`src/rtl/insn_buffer_pkg.sv`:
```
// RafiTypes: shared types for the instruction buffer slice.
// Holds the halfword entry record, the virtual address type and the
// occupancy counter type used by insn_buffer and insn_buffer_storage.
package RafiTypes;

  // Halfword capacity of the instruction buffer ring.
  localparam int INSN_BUFFER_ENTRY_COUNT = 4;

  typedef logic [31:0] vaddr_t;

  // Occupancy counter, wide enough for 0..INSN_BUFFER_ENTRY_COUNT.
  typedef logic [2:0] insn_buffer_entry_count_t;

  // One fetched halfword together with its fetch-side attributes.
  typedef struct packed {
    vaddr_t      pc;
    logic [15:0] insn;
    logic        fault;
    logic        interruptValid;
    logic [3:0]  interruptCode;
  } InsnBufferEntry;

endpackage

```
`src/rtl/insn_buffer_storage.sv`:
```
// insn_buffer_storage: four-entry halfword ring with read/write pointers
// and an occupancy count. The two head halfwords are presented
// combinationally; the caller decides how many of them are consumed.
module insn_buffer_storage
  import RafiTypes::*;
(
  input  logic                     clk,
  input  logic                     rst,
  input  logic                     flush,
  input  logic                     wr_en,
  input  logic                     wr_two,
  input  InsnBufferEntry           wr_entry0,
  input  InsnBufferEntry           wr_entry1,
  input  logic                     rd_en,
  input  logic                     rd_two,
  output InsnBufferEntry           hw0,
  output InsnBufferEntry           hw1,
  output insn_buffer_entry_count_t count
);

  InsnBufferEntry mem_q [INSN_BUFFER_ENTRY_COUNT];

  logic [1:0]               rp_q, rp_d;
  logic [1:0]               wp_q, wp_d;
  insn_buffer_entry_count_t count_q, count_d;
  insn_buffer_entry_count_t enq_amt, deq_amt;
  logic [1:0]               rp_plus1, wp_plus1;

  assign rp_plus1 = rp_q + 2'd1;
  assign wp_plus1 = wp_q + 2'd1;

  // Pointer and occupancy update; flush empties the ring outright.
  always_comb begin
    rp_d    = rp_q;
    wp_d    = wp_q;
    count_d = count_q;
    enq_amt = '0;
    deq_amt = '0;
    if (wr_en) enq_amt = wr_two ? 3'd2 : 3'd1;
    if (rd_en) deq_amt = rd_two ? 3'd2 : 3'd1;
    if (flush) begin
      rp_d    = '0;
      wp_d    = '0;
      count_d = '0;
    end else begin
      rp_d    = rp_q + deq_amt[1:0];
      wp_d    = wp_q + enq_amt[1:0];
      count_d = count_q + enq_amt - deq_amt;
    end
  end

  // Pointer and count registers; reset overrides everything.
  always_ff @(posedge clk) begin
    if (rst) begin
      rp_q    <= '0;
      wp_q    <= '0;
      count_q <= '0;
    end else begin
      rp_q    <= rp_d;
      wp_q    <= wp_d;
      count_q <= count_d;
    end
  end

  // Entry storage is data only and deliberately left unreset.
  always_ff @(posedge clk) begin
    if (wr_en && !flush && !rst) begin
      mem_q[wp_q] <= wr_entry0;
      if (wr_two) mem_q[wp_plus1] <= wr_entry1;
    end
  end

  assign hw0   = mem_q[rp_q];
  assign hw1   = mem_q[rp_plus1];
  assign count = count_q;

endmodule

```
`src/rtl/insn_buffer.sv`:
```
// insn_buffer: halfword instruction buffer between fetch and decode.
// Classifies the head as trap / compressed / 32-bit and assembles the
// instruction handed to decode. Compressed (RVC) support is compiled in
// when RAFI_INSN_BUFFER_RVC_EN is defined; otherwise every non-trap head
// is treated as a 32-bit instruction.
module insn_buffer
  import RafiTypes::InsnBufferEntry;
  import RafiTypes::vaddr_t;
  import RafiTypes::insn_buffer_entry_count_t;
#(
  parameter int INSN_BUFFER_ENTRY_COUNT = RafiTypes::INSN_BUFFER_ENTRY_COUNT
) (
  input  logic           clk,
  input  logic           rst,
  input  logic           flush,
  input  logic [1:0]     enqValid,
  input  InsnBufferEntry enqEntry0,
  input  InsnBufferEntry enqEntry1,
  output logic           enqReady,
  output logic           deqValid,
  input  logic           deqReady,
  output logic [31:0]    deqInsn,
  output vaddr_t         deqPc,
  output logic           deqCompressed,
  output logic           deqFault,
  output logic           deqInterruptValid,
  output logic [3:0]     deqInterruptCode
);

  localparam insn_buffer_entry_count_t READY_LIMIT =
    insn_buffer_entry_count_t'(INSN_BUFFER_ENTRY_COUNT - 2);

  InsnBufferEntry           hw0, hw1;
  insn_buffer_entry_count_t count;
  logic                     is_trap, is_compressed, is_single;
  logic                     wr_en, rd_en;

  // hw1 only contributes its instruction bits and fault flag.
  logic unused_hw1;
  assign unused_hw1 = &{1'b0, hw1.pc, hw1.interruptValid, hw1.interruptCode};

  assign enqReady = (count <= READY_LIMIT);
  assign wr_en    = enqValid[0] && enqReady;
  assign rd_en    = deqValid && deqReady;

  insn_buffer_storage u_storage (
    .clk       (clk),
    .rst       (rst),
    .flush     (flush),
    .wr_en     (wr_en),
    .wr_two    (enqValid[1]),
    .wr_entry0 (enqEntry0),
    .wr_entry1 (enqEntry1),
    .rd_en     (rd_en),
    .rd_two    (!is_single),
    .hw0       (hw0),
    .hw1       (hw1),
    .count     (count)
  );

  // Head classification and instruction assembly.
  always_comb begin
    is_trap       = hw0.fault || hw0.interruptValid;
`ifdef RAFI_INSN_BUFFER_RVC_EN
    is_compressed = !is_trap && (hw0.insn[1:0] != 2'b11);
`else
    is_compressed = 1'b0;
`endif
    is_single     = is_trap || is_compressed;

    deqValid          = (count != '0) && (is_single || (count >= 3'd2));
    deqPc             = hw0.pc;
    deqCompressed     = is_compressed;
    deqInterruptValid = hw0.interruptValid;
    deqInterruptCode  = hw0.interruptCode;
    deqInsn           = {16'h0, hw0.insn};
    deqFault          = hw0.fault;
    if (!is_single) begin
      deqInsn  = {hw1.insn, hw0.insn};
      deqFault = hw0.fault || hw1.fault;
    end
  end

endmodule

```
`config.mk`:
```
export PLATFORM = sky130hd
export DESIGN_NAME = insn_buffer
export DESIGN_NICKNAME = d
export VERILOG_FILES = /design/src/rtl/insn_buffer_pkg.sv /design/src/rtl/insn_buffer_storage.sv /design/src/rtl/insn_buffer.sv
export SDC_FILE = /design/constraint.sdc
export NUM_CORES = 1
export LEC_CHECK = 0
export CAP_MARGIN = 20
export CORE_ASPECT_RATIO = 2
export CORE_MARGIN = 1.5
export CORE_UTILIZATION = 40
export DETAILED_ROUTE_END_ITERATION = 8
export PLACE_DENSITY = 0.64
export REMOVE_ABC_BUFFERS = 1
export SYNTH_ARGS = -nofsm -noshare
export SYNTH_HDL_FRONTEND = slang
export SYNTH_SLANG_ARGS = --single-unit
```
`constraint.sdc`:
```
create_clock -name clk -period 10.9 [get_ports clk]
set_clock_uncertainty 0.05 [all_clocks]
set_input_delay 1.09 -clock clk [delete_from_list [all_inputs] [get_ports clk]]
set_output_delay 1.09 -clock clk [all_outputs]
set_load 0.005 [all_outputs]
```
==> results of run 1 <==
-- power by group through the flow --
stage	registers (W)	clock network, W	logic, W
2_1_floorplan	0.00101	0	0.000140
3_3_place_gp	0.00100	0	0.000274
3_5_place_dp	0.00100	0	0.000283
4_1_cts	0.000985	0.000771	0.000285
5_1_grt	0.000987	0.000797	0.000301
6_report	0.000985	0.000751	0.000280
-- routing by layer --
layer,wire (um),share of wire [%]
met1,10200,36
met2,15600,56
met3,1070,3.8
met4,1160,4.1
met5,0,0
-- placed cells by master, fill, tap and decap left out, types with 2 or more instances in the layout --
master,netlist,routed
sky130_fd_sc_hd__edfxtp_1,216,216
sky130_fd_sc_hd__clkdlybuf4s50_1,0,185
sky130_fd_sc_hd__mux2_2,167,167
sky130_fd_sc_hd__mux4_2,70,70
sky130_fd_sc_hd__mux2_4,50,50
sky130_fd_sc_hd__clkbuf_16,0,23
sky130_fd_sc_hd__nor2b_1,17,17
sky130_fd_sc_hd__buf_4,1,11
sky130_fd_sc_hd__inv_1,6,6
sky130_fd_sc_hd__diode_2,0,5
sky130_fd_sc_hd__dfxtp_1,7,5
sky130_fd_sc_hd__nor2_4,1,4
sky130_fd_sc_hd__nor2_1,7,4
sky130_fd_sc_hd__and2_1,4,4
sky130_fd_sc_hd__ha_1,4,4
sky130_fd_sc_hd__clkbuf_1,8,4
sky130_fd_sc_hd__nand2_1,3,3
sky130_fd_sc_hd__mux2i_1,3,3
sky130_fd_sc_hd__nor3_1,4,3
sky130_fd_sc_hd__xnor2_1,3,3
sky130_fd_sc_hd__clkinv_1,0,3
sky130_fd_sc_hd__clkinv_2,0,3
sky130_fd_sc_hd__o21ai_0,2,2
sky130_fd_sc_hd__a21oi_1,2,2
sky130_fd_sc_hd__or3_1,3,2
sky130_fd_sc_hd__xor2_1,2,2
sky130_fd_sc_hd__fa_1,2,2
sky130_fd_sc_hd__bufinv_16,0,2
sky130_fd_sc_hd__clkinvlp_4,0,2
sky130_fd_sc_hd__dfxtp_4,0,2
-- through the flow --
stage	total power (W)	util, %	cells
floorplan	0.00115	-	585
global placement	0.00127	48.0	1141
detailed placement	0.00129	48.0	1141
CTS	0.00204	50.5	1179
global route	0.00208	50.5	1184
finish	0.00202	50.5	1184
-- logic make-up after synthesis --
family,after synthesis,share of synthesized area [%]
AND/OR/NAND/NOR,46,2.48
AO/OA/AOI/OAI,8,0.462
adder cells (fa/ha/maj),6,0.773
other,1,0.0322
flip-flops,223,56.8
buffers and inverters,49,2.67
XOR/XNOR,5,0.376
multiplexers,290,36.4
-- worst register-to-register path, cell delays in order (launching register included) --
cell	delay (ns)
sky130_fd_sc_hd__dfxtp_4	0.81
sky130_fd_sc_hd__mux4_2	0.63
sky130_fd_sc_hd__or2_1	0.57
sky130_fd_sc_hd__o311a_1	0.27
sky130_fd_sc_hd__ha_1	0.28
sky130_fd_sc_hd__inv_1	0.04
sky130_fd_sc_hd__ha_1	0.19
sky130_fd_sc_hd__fa_1	0.44
sky130_fd_sc_hd__xor2_1	0.19
sky130_fd_sc_hd__xnor2_1	0.19
sky130_fd_sc_hd__nor3_1	0.06
-- final cells by class --
type,instances,area [um2]
Sequential cell,223,6630
Multi-Input combinational cell,356,4760
Antenna cell,5,12.5
Tap cell,360,450
Fill cell,2376,14200
Inverter,6,22.5
Timing Repair Buffer,196,1930
Clock inverter,11,110
Clock buffer,27,591
-- worst min path at each step --
stage	startpoint	end	slack, ns	cells after the start
floorplan	u_storage.count[2]	u_storage.count[2]	0.54	2
global placement	u_storage.count[2]	u_storage.count[2]	0.56	2
detailed placement	u_storage.count[2]	u_storage.count[2]	0.65	2
CTS	u_storage.count[2]	u_storage.count[2]	0.67	2
global route	u_storage.count[2]	u_storage.count[2]	0.68	2
finish	u_storage.count[2]	u_storage.count[2]	0.67	2
-- registers in the layout, summed over array words and instances (netlist names) --
name             flops
u_storage.count      3
u_storage.mem_q    216
u_storage.rp_q       2
u_storage.wp_q       2
==> results.ini, run 1 <==
[outcome]
outcome=complete, no violations

[floorplan]
floorplan.die.height_um=244
die_w_um=124
placementRows=88
total_die_area_um2=30200
coreArea_um2=28700
count_of_pins_on_the_block_boundary=187
initial_utilization_pct=40.6

[timing]
clock.fmax_mhz=222
maxSlewHeadroom_pct=36.0
rsz0062_at_grt=false
tightest_slew_ns=0.961
hold_viol_final=0
fin_crit_sh_pct=41.4
finalWorstPathRequiredPeriod_ns=4.51
final_worst_path_setup_slack_ns=6.39
fin_worst_hold_slack_ns=0.668
finalMaxSlewViolations=0
setup_viol=0
setup-tns-final_ns=0

[placement]
globalplace.congestion=0.747
postPlaceCellArea_um2=13800
io_buffer_count=185
setup_slack_placement_ns=6.81
detailedPlacementHpwl_um=17100

[pwr]
pwr_density_cell_nw_per_um2=139
combPwrFrac_pct=13.9
pwr-share-seq_pct=48.9
vdd.ir_drop.worst_mv=0.0825
internal_power_w=0.00157
power.clock.fraction_pct=37.3
p_switching_w=0.000443
total_leakage_power_nw=4.80
switching_share_pct=22.0

[synth]
yosys_warnings=0
yosysSeqAreaShare_pct=56.8
ys_top_cells_by_count=sky130_fd_sc_hd__edfxtp_1 (216), sky130_fd_sc_hd__mux2_2 (167), sky130_fd_sc_hd__mux4_2 (70)
synth_edf_count=216
yosysMostFrequentCell=sky130_fd_sc_hd__edfxtp_1
synth.ff_latch_count=223
yosysTopAreaCell=sky130_fd_sc_hd__edfxtp_1
synth.distinct_cells=38
post_synth.cell_area_avg_um2=18.6
synthCells=628
netlist_top_cells_area=sky130_fd_sc_hd__edfxtp_1 (56%), sky130_fd_sc_hd__mux2_2 (16%), sky130_fd_sc_hd__mux4_2 (14%)
synth_area_um2=11700
yosysTopAreaCellShare_pct=55.6
asyncSetResetFlopFracSynth_pct=0
synth-main-ff-cell=sky130_fd_sc_hd__edfxtp_1

[clocking]
clk_pin_slew_worst_paths_ns=0.06
tritoncts=built
cts_hold_buffers=0
buffer_type_at_the_clock_tree_root=sky130_fd_sc_hd__clkbuf_16
clock_sinks=223
clk-insertion-delay-late_ns=0.51
postCtsSetupBuffers=0
cts_resized=0
htreeDepth=1
maximum_clock_insertion_buffer_count=3
numCtsBuffers=22

[setup_path]
timing.critical_path.cells=mux4_2, or2_1, a211o_1, clkdlybuf4s50_1
critPathArrivalTime_ns=3.37
setup.worst_path.class=register to primary output
cpPeakStageDelay_ns=0.81
worstSetupStartpointType=register
endpoint=deqValid
crit_family=flip-flops
worstSetupPathDepth=4
critical_path.startpoint=u_storage.rp_q[0]
worstReg2RegStart=u_storage.rp_q[0]
path_max_fanout=35
rr_endpoint=u_storage.count[2]
crit_required_ns=9.76
worst-r2r-cell-count=10
cp_slowest_cell=sky130_fd_sc_hd__dfxtp_4
crit_path_end_kind=primary output
minimum_setup_slack_among_reg_to_reg_paths_ns=7.08
critical_path_buf_inv_count=1

[route]
dr.pass1.iters=4
via_per_inst=5.53
wl_per_cell_um=23.7
routed-via-count=6542
detail_route.wirelength_um=28000
initial_drc_count=302
remaining_number_of_nets_flagged_by_the_antenna_check_after_routing=0
remaining_drc_errors=0

[run]
maxCapViolations=0

[global_routing]
grt_start_max_net_pins=55
gr-usage-met2_pct=34.9
grt_pass1_wl_um=42100
number_of_global_route_vias_before_repair=7261
gr-max-usage-layer=met2
met1_track_demand_over_resource_in_global_routing_pct=20.6
track_usage_pct=18.9
initial_antenna_violation_count=5
met3_usage_pct=2.66
grt_remaining_overflow=0

[final_layout]
finish.instance_area_um2=14500
synthToLayoutAreaGrowth_pct=24.6
nNetsFinal=925
post_route_cells_drive_above_1_share_pct=41.8

[worst_hold_path]
hold_class=register to register

No activity file was read; power rests on OpenSTA's default activity.
==> run 2, diff against run 1 <==
clock period = 4.4 ns   (was 10.9 ns; I/O delays follow)
==> results.ini, run 2 (synthesis gave the netlist of run 1 again) <==
[floorplan]
coreArea_um2=28700
die_w_um=124
placementRows=88
count_of_pins_on_the_block_boundary=187
floorplan.die.height_um=244
total_die_area_um2=30200
initial_utilization_pct=40.6

[route]
dr.pass1.iters=4
remaining_number_of_nets_flagged_by_the_antenna_check_after_routing=0
detail_route.wirelength_um=28700
routed-via-count=6520
remaining_drc_errors=0
initial_drc_count=358
via_per_inst=5.49
wl_per_cell_um=24.1

[setup_path]
setup.worst_path.class=register to primary output
worstSetupStartpointType=register
path_max_fanout=29
worstReg2RegStart=u_storage.rp_q[1]
crit_path_end_kind=primary output
critPathArrivalTime_ns=3.06
rr_endpoint=u_storage.count[2]
minimum_setup_slack_among_reg_to_reg_paths_ns=0.94
worst-r2r-cell-count=10
crit_required_ns=3.91

[placement]
setup_slack_placement_ns=0.878
detailedPlacementHpwl_um=18400
globalplace.congestion=0.756
io_buffer_count=185
postPlaceCellArea_um2=13900

[timing]
finalMaxSlewViolations=0
final_worst_path_setup_slack_ns=0.853
hold_viol_final=0
tightest_slew_ns=1.13
rsz0062_at_grt=false
setup_viol=0
fin_crit_sh_pct=80.6
setup-tns-final_ns=0
finalWorstPathRequiredPeriod_ns=3.55
maxSlewHeadroom_pct=24.4
clock.fmax_mhz=282

[pwr]
switching_share_pct=22.3
pwr_density_cell_nw_per_um2=348
vdd.ir_drop.worst_mv=0.251
p_switching_w=0.00114
combPwrFrac_pct=14.1
total_leakage_power_nw=4.85
pwr-share-seq_pct=47.6
internal_power_w=0.00396
power.clock.fraction_pct=38.3

[outcome]
outcome=complete, no violations

[final_layout]
final_core_util_pct=50.9
num-fill-cells=2426
multi_input_area_um2=4760
mostFrequentLayoutCell=sky130_fd_sc_hd__edfxtp_1
synthToLayoutAreaGrowth_pct=25.5
post_route_cells_drive_above_1_share_pct=42.4
most-common-layout-cells=sky130_fd_sc_hd__edfxtp_1 (216), sky130_fd_sc_hd__clkdlybuf4s50_1 (185), sky130_fd_sc_hd__mux2_2 (167)
finish.instance_area_um2=14600
flip_flop_count_of_the_largest_register_after_layout=216
top_register=u_storage.mem_q
nNetsFinal=929
regArea_um2=6630
reg_top3=u_storage.mem_q (216), u_storage.count (3)

[clocking]
numCtsBuffers=22
clk-insertion-delay-late_ns=0.51
clock_sinks=223
cts_hold_buffers=0
postCtsSetupBuffers=0
maximum_clock_insertion_buffer_count=3
cts_resized=0
htreeDepth=1
clk_pin_slew_worst_paths_ns=0.07
buffer_type_at_the_clock_tree_root=sky130_fd_sc_hd__clkbuf_16
tritoncts=built

[worst_hold_path]
hold_class=primary input to register
worst_hold_startpoint=rst
hold-path-endpoint=u_storage.count[2]
min_path_cells=2

[global_routing]
grt_pass1_wl_um=42900
track_usage_pct=19.4
initial_antenna_violation_count=4
grt_start_max_net_pins=47
grt_remaining_overflow=0
number_of_global_route_vias_before_repair=7252

[run]
maxCapViolations=0

-- run 2: changes by cell type in the layout (fill, tap and decap cells not counted), sizes merged --
cell and change:
clkinv +2, bufinv +1, clkbuf -3, buf +4
-- run 2: cell type report --
class | count | share of cell area [%]
inverter | 6 | 0.154
antenna | 5 | 0.0855
sequential | 223 | 45.3
clock inverter | 14 | 1.05
multi-input combinational | 356 | 32.6
tap | 360 | 3.08
timing repair buffer | 200 | 13.8
clock buffer | 24 | 3.96
-- run 2: worst max path at each step --
stage,endpoint,from
5_1_grt,deqInsn[26],u_storage.rp_q[1]
4_1_cts,deqInsn[18],u_storage.rp_q[1]
6_report,deqInsn[18],u_storage.rp_q[1]
2_1_floorplan,u_storage.count[2],u_storage.rp_q[0]
3_5_place_dp,u_storage.count[2],u_storage.rp_q[1]
3_3_place_gp,u_storage.count[2],u_storage.rp_q[1]
-- run 2: power groups by stage --
stage	logic [W]	registers, W	clock network, W
floorplan	0.000346	0.00249	0
global placement	0.000705	0.00247	0
detailed placement	0.000726	0.00247	0
CTS	0.000731	0.00243	0.00199
global route	0.000774	0.00243	0.00206
finish	0.000718	0.00243	0.00195
-- run 2: stage by stage --
step	instances	hold WS (ns)	total power [W]
6_report	1188	0.559	0.00509
5_1_grt	1187	0.558	0.00526
4_1_cts	1183	0.541	0.00514
3_5_place_dp	1145	0.632	0.00320
3_3_place_gp	1145	0.563	0.00317
2_1_floorplan	585	0.467	0.00284
-- run 2: worst max-delay path: stages (launching register included) --
cell	delay [ns]
sky130_fd_sc_hd__dfxtp_4	0.65
sky130_fd_sc_hd__mux4_2	0.42
sky130_fd_sc_hd__or2_1	0.58
sky130_fd_sc_hd__nor2b_1	0.33
sky130_fd_sc_hd__clkdlybuf4s50_1	0.56
-- run 2: routing by layer --
layer	share of wire, %	wire length (um)	global-route usage [%]	vias to the layer above
met4	2.6	755	7.54	0
li1	-	-	-	2918
met3	3.7	1070	1.87	37
met2	58	16500	36.9	171
met5	0	0	0	-
met1	36	10300	21.5	3394
==> run 3, diff against run 2 <==
clock period = 3.5 ns   (was 4.4 ns; I/O delays follow)
==> results.ini, run 3 (synthesis gave the netlist of run 1 again) <==
[clocking]
tritoncts=built
cts_hold_buffers=0
postCtsSetupBuffers=0
clk-insertion-delay-late_ns=0.52
cts_resized=0
numCtsBuffers=22
htreeDepth=1
clock_sinks=223
buffer_type_at_the_clock_tree_root=sky130_fd_sc_hd__clkbuf_16
clk_pin_slew_worst_paths_ns=0.07
maximum_clock_insertion_buffer_count=3

[pwr]
pwr_density_cell_nw_per_um2=425
total_leakage_power_nw=4.83
post-layout-total-power_w=0.00621
vdd.ir_drop.worst_mv=0.422

[timing]
final_worst_path_setup_slack_ns=0.353
setup-tns-final_ns=0
maxSlewHeadroom_pct=35.5
setup_viol=0
clock.fmax_mhz=318
hold_viol_final=0
tightest_slew_ns=0.968
finalMaxSlewViolations=0
fin_crit_sh_pct=89.9
finalWorstPathRequiredPeriod_ns=3.15
rsz0062_at_grt=false

[final_layout]
synthToLayoutAreaGrowth_pct=25.4
finish.instance_area_um2=14600
top_register=u_storage.mem_q
post_route_cells_drive_above_1_share_pct=42.0
nNetsFinal=928
num-fill-cells=2379
reg_top3=u_storage.mem_q (216), u_storage.count (3)
mostFrequentLayoutCell=sky130_fd_sc_hd__edfxtp_1
flip_flop_count_of_the_largest_register_after_layout=216
most-common-layout-cells=sky130_fd_sc_hd__edfxtp_1 (216), sky130_fd_sc_hd__clkdlybuf4s50_1 (185), sky130_fd_sc_hd__mux2_2 (167)
finish.cell_count_without_fillers=1190

[placement]
setup_slack_placement_ns=0.527
detailedPlacementHpwl_um=17500
io_buffer_count=185
postPlaceCellArea_um2=13900
globalplace.congestion=0.748
placed_cells_incl_taps=1144

[global_routing]
track_usage_pct=19.2
grt_pass1_wl_um=42600
grt_start_max_net_pins=55
grt_remaining_overflow=0
number_of_global_route_vias_before_repair=7324
initial_antenna_violation_count=6

[route]
via_per_inst=5.53
detail_route.wirelength_um=28700
remaining_number_of_nets_flagged_by_the_antenna_check_after_routing=0
wl_per_cell_um=24.1
remaining_drc_errors=0
routed-via-count=6580
dr.pass1.iters=4
initial_drc_count=383

[outcome]
outcome=complete, no violations

[floorplan]
placementRows=88
initial_utilization_pct=40.6
coreArea_um2=28700
floorplan.die.height_um=244
die_w_um=124
count_of_pins_on_the_block_boundary=187
total_die_area_um2=30200

[setup_path]
critPathArrivalTime_ns=2.75
worstSetupStartpointType=register
crit_path_end_kind=primary output
setup.worst_path.class=register to primary output
crit_required_ns=3.10
path_max_fanout=36

[worst_hold_path]
hold_class=primary input to register

[run]
maxCapViolations=0

[run 3: cell types whose count changed in the layout (fill, tap and decap cells not counted), sizes merged]
| cell | previous run | this run |
|---|---|---|
| clkinvlp | 2 | 1 |
| clkbuf | 24 | 29 |
| inv | 6 | 7 |
| diode | 5 | 6 |
| bufinv | 3 | 0 |
| buf | 15 | 14 |
[run 3: area by class of cell]
type / instances / area [um2] / area share (%)
antenna: 6 / 15.0 / 0.103
clock buffer: 29 / 618 / 4.23
clock inverter: 11 / 56.3 / 0.385
inverter: 6 / 22.5 / 0.154
multi-input combinational: 356 / 4760 / 32.6
sequential: 223 / 6630 / 45.4
tap: 360 / 450 / 3.08
timing repair buffer: 199 / 2060 / 14.1
[run 3: critical path: stages (launching register included)]
cell and delay, ns:
sky130_fd_sc_hd__dfxtp_4 0.37, sky130_fd_sc_hd__buf_4 0.61, sky130_fd_sc_hd__mux4_2 0.58, sky130_fd_sc_hd__nor2b_1 0.16, sky130_fd_sc_hd__clkdlybuf4s50_1 0.47
[run 3: worst paths after layout]
path	startpoint	endpoint	slack, ns	cells past startpoint
worst max-delay path	u_storage.rp_q[0]	deqInsn[21]	0.35	4
worst min-delay path	rst	u_storage.count[2]	0.48	2
worst max register to register	u_storage.rp_q[0]	u_storage.count[2]	0.60	10
worst min register to register	u_storage.count[2]	u_storage.count[2]	0.61	2
[run 3: metal layers]
layer,global-route usage [%],up-vias,routed length [um]
li1,-,2927,-
met1,20.7,3422,10300
met2,36.2,178,16100
met3,2.33,53,1200
met4,8.76,0,998
met5,0,-,0
[run 3: report_power, final]
part | switching [W] | internal (W) | total (W)
Sequential | 0.0000355 | 0.00301 | 0.00305
Combinational | 0.000355 | 0.000547 | 0.000902
Clock | 0.00102 | 0.00125 | 0.00227
[run 3: stage by stage]
step,hold WS [ns],util [%]
after floorplan,0.377,-
after CTS,0.452,50.8
after global routing,0.454,50.9
after global placement,0.612,48.5
final,0.477,50.9
after detailed placement,0.596,48.5
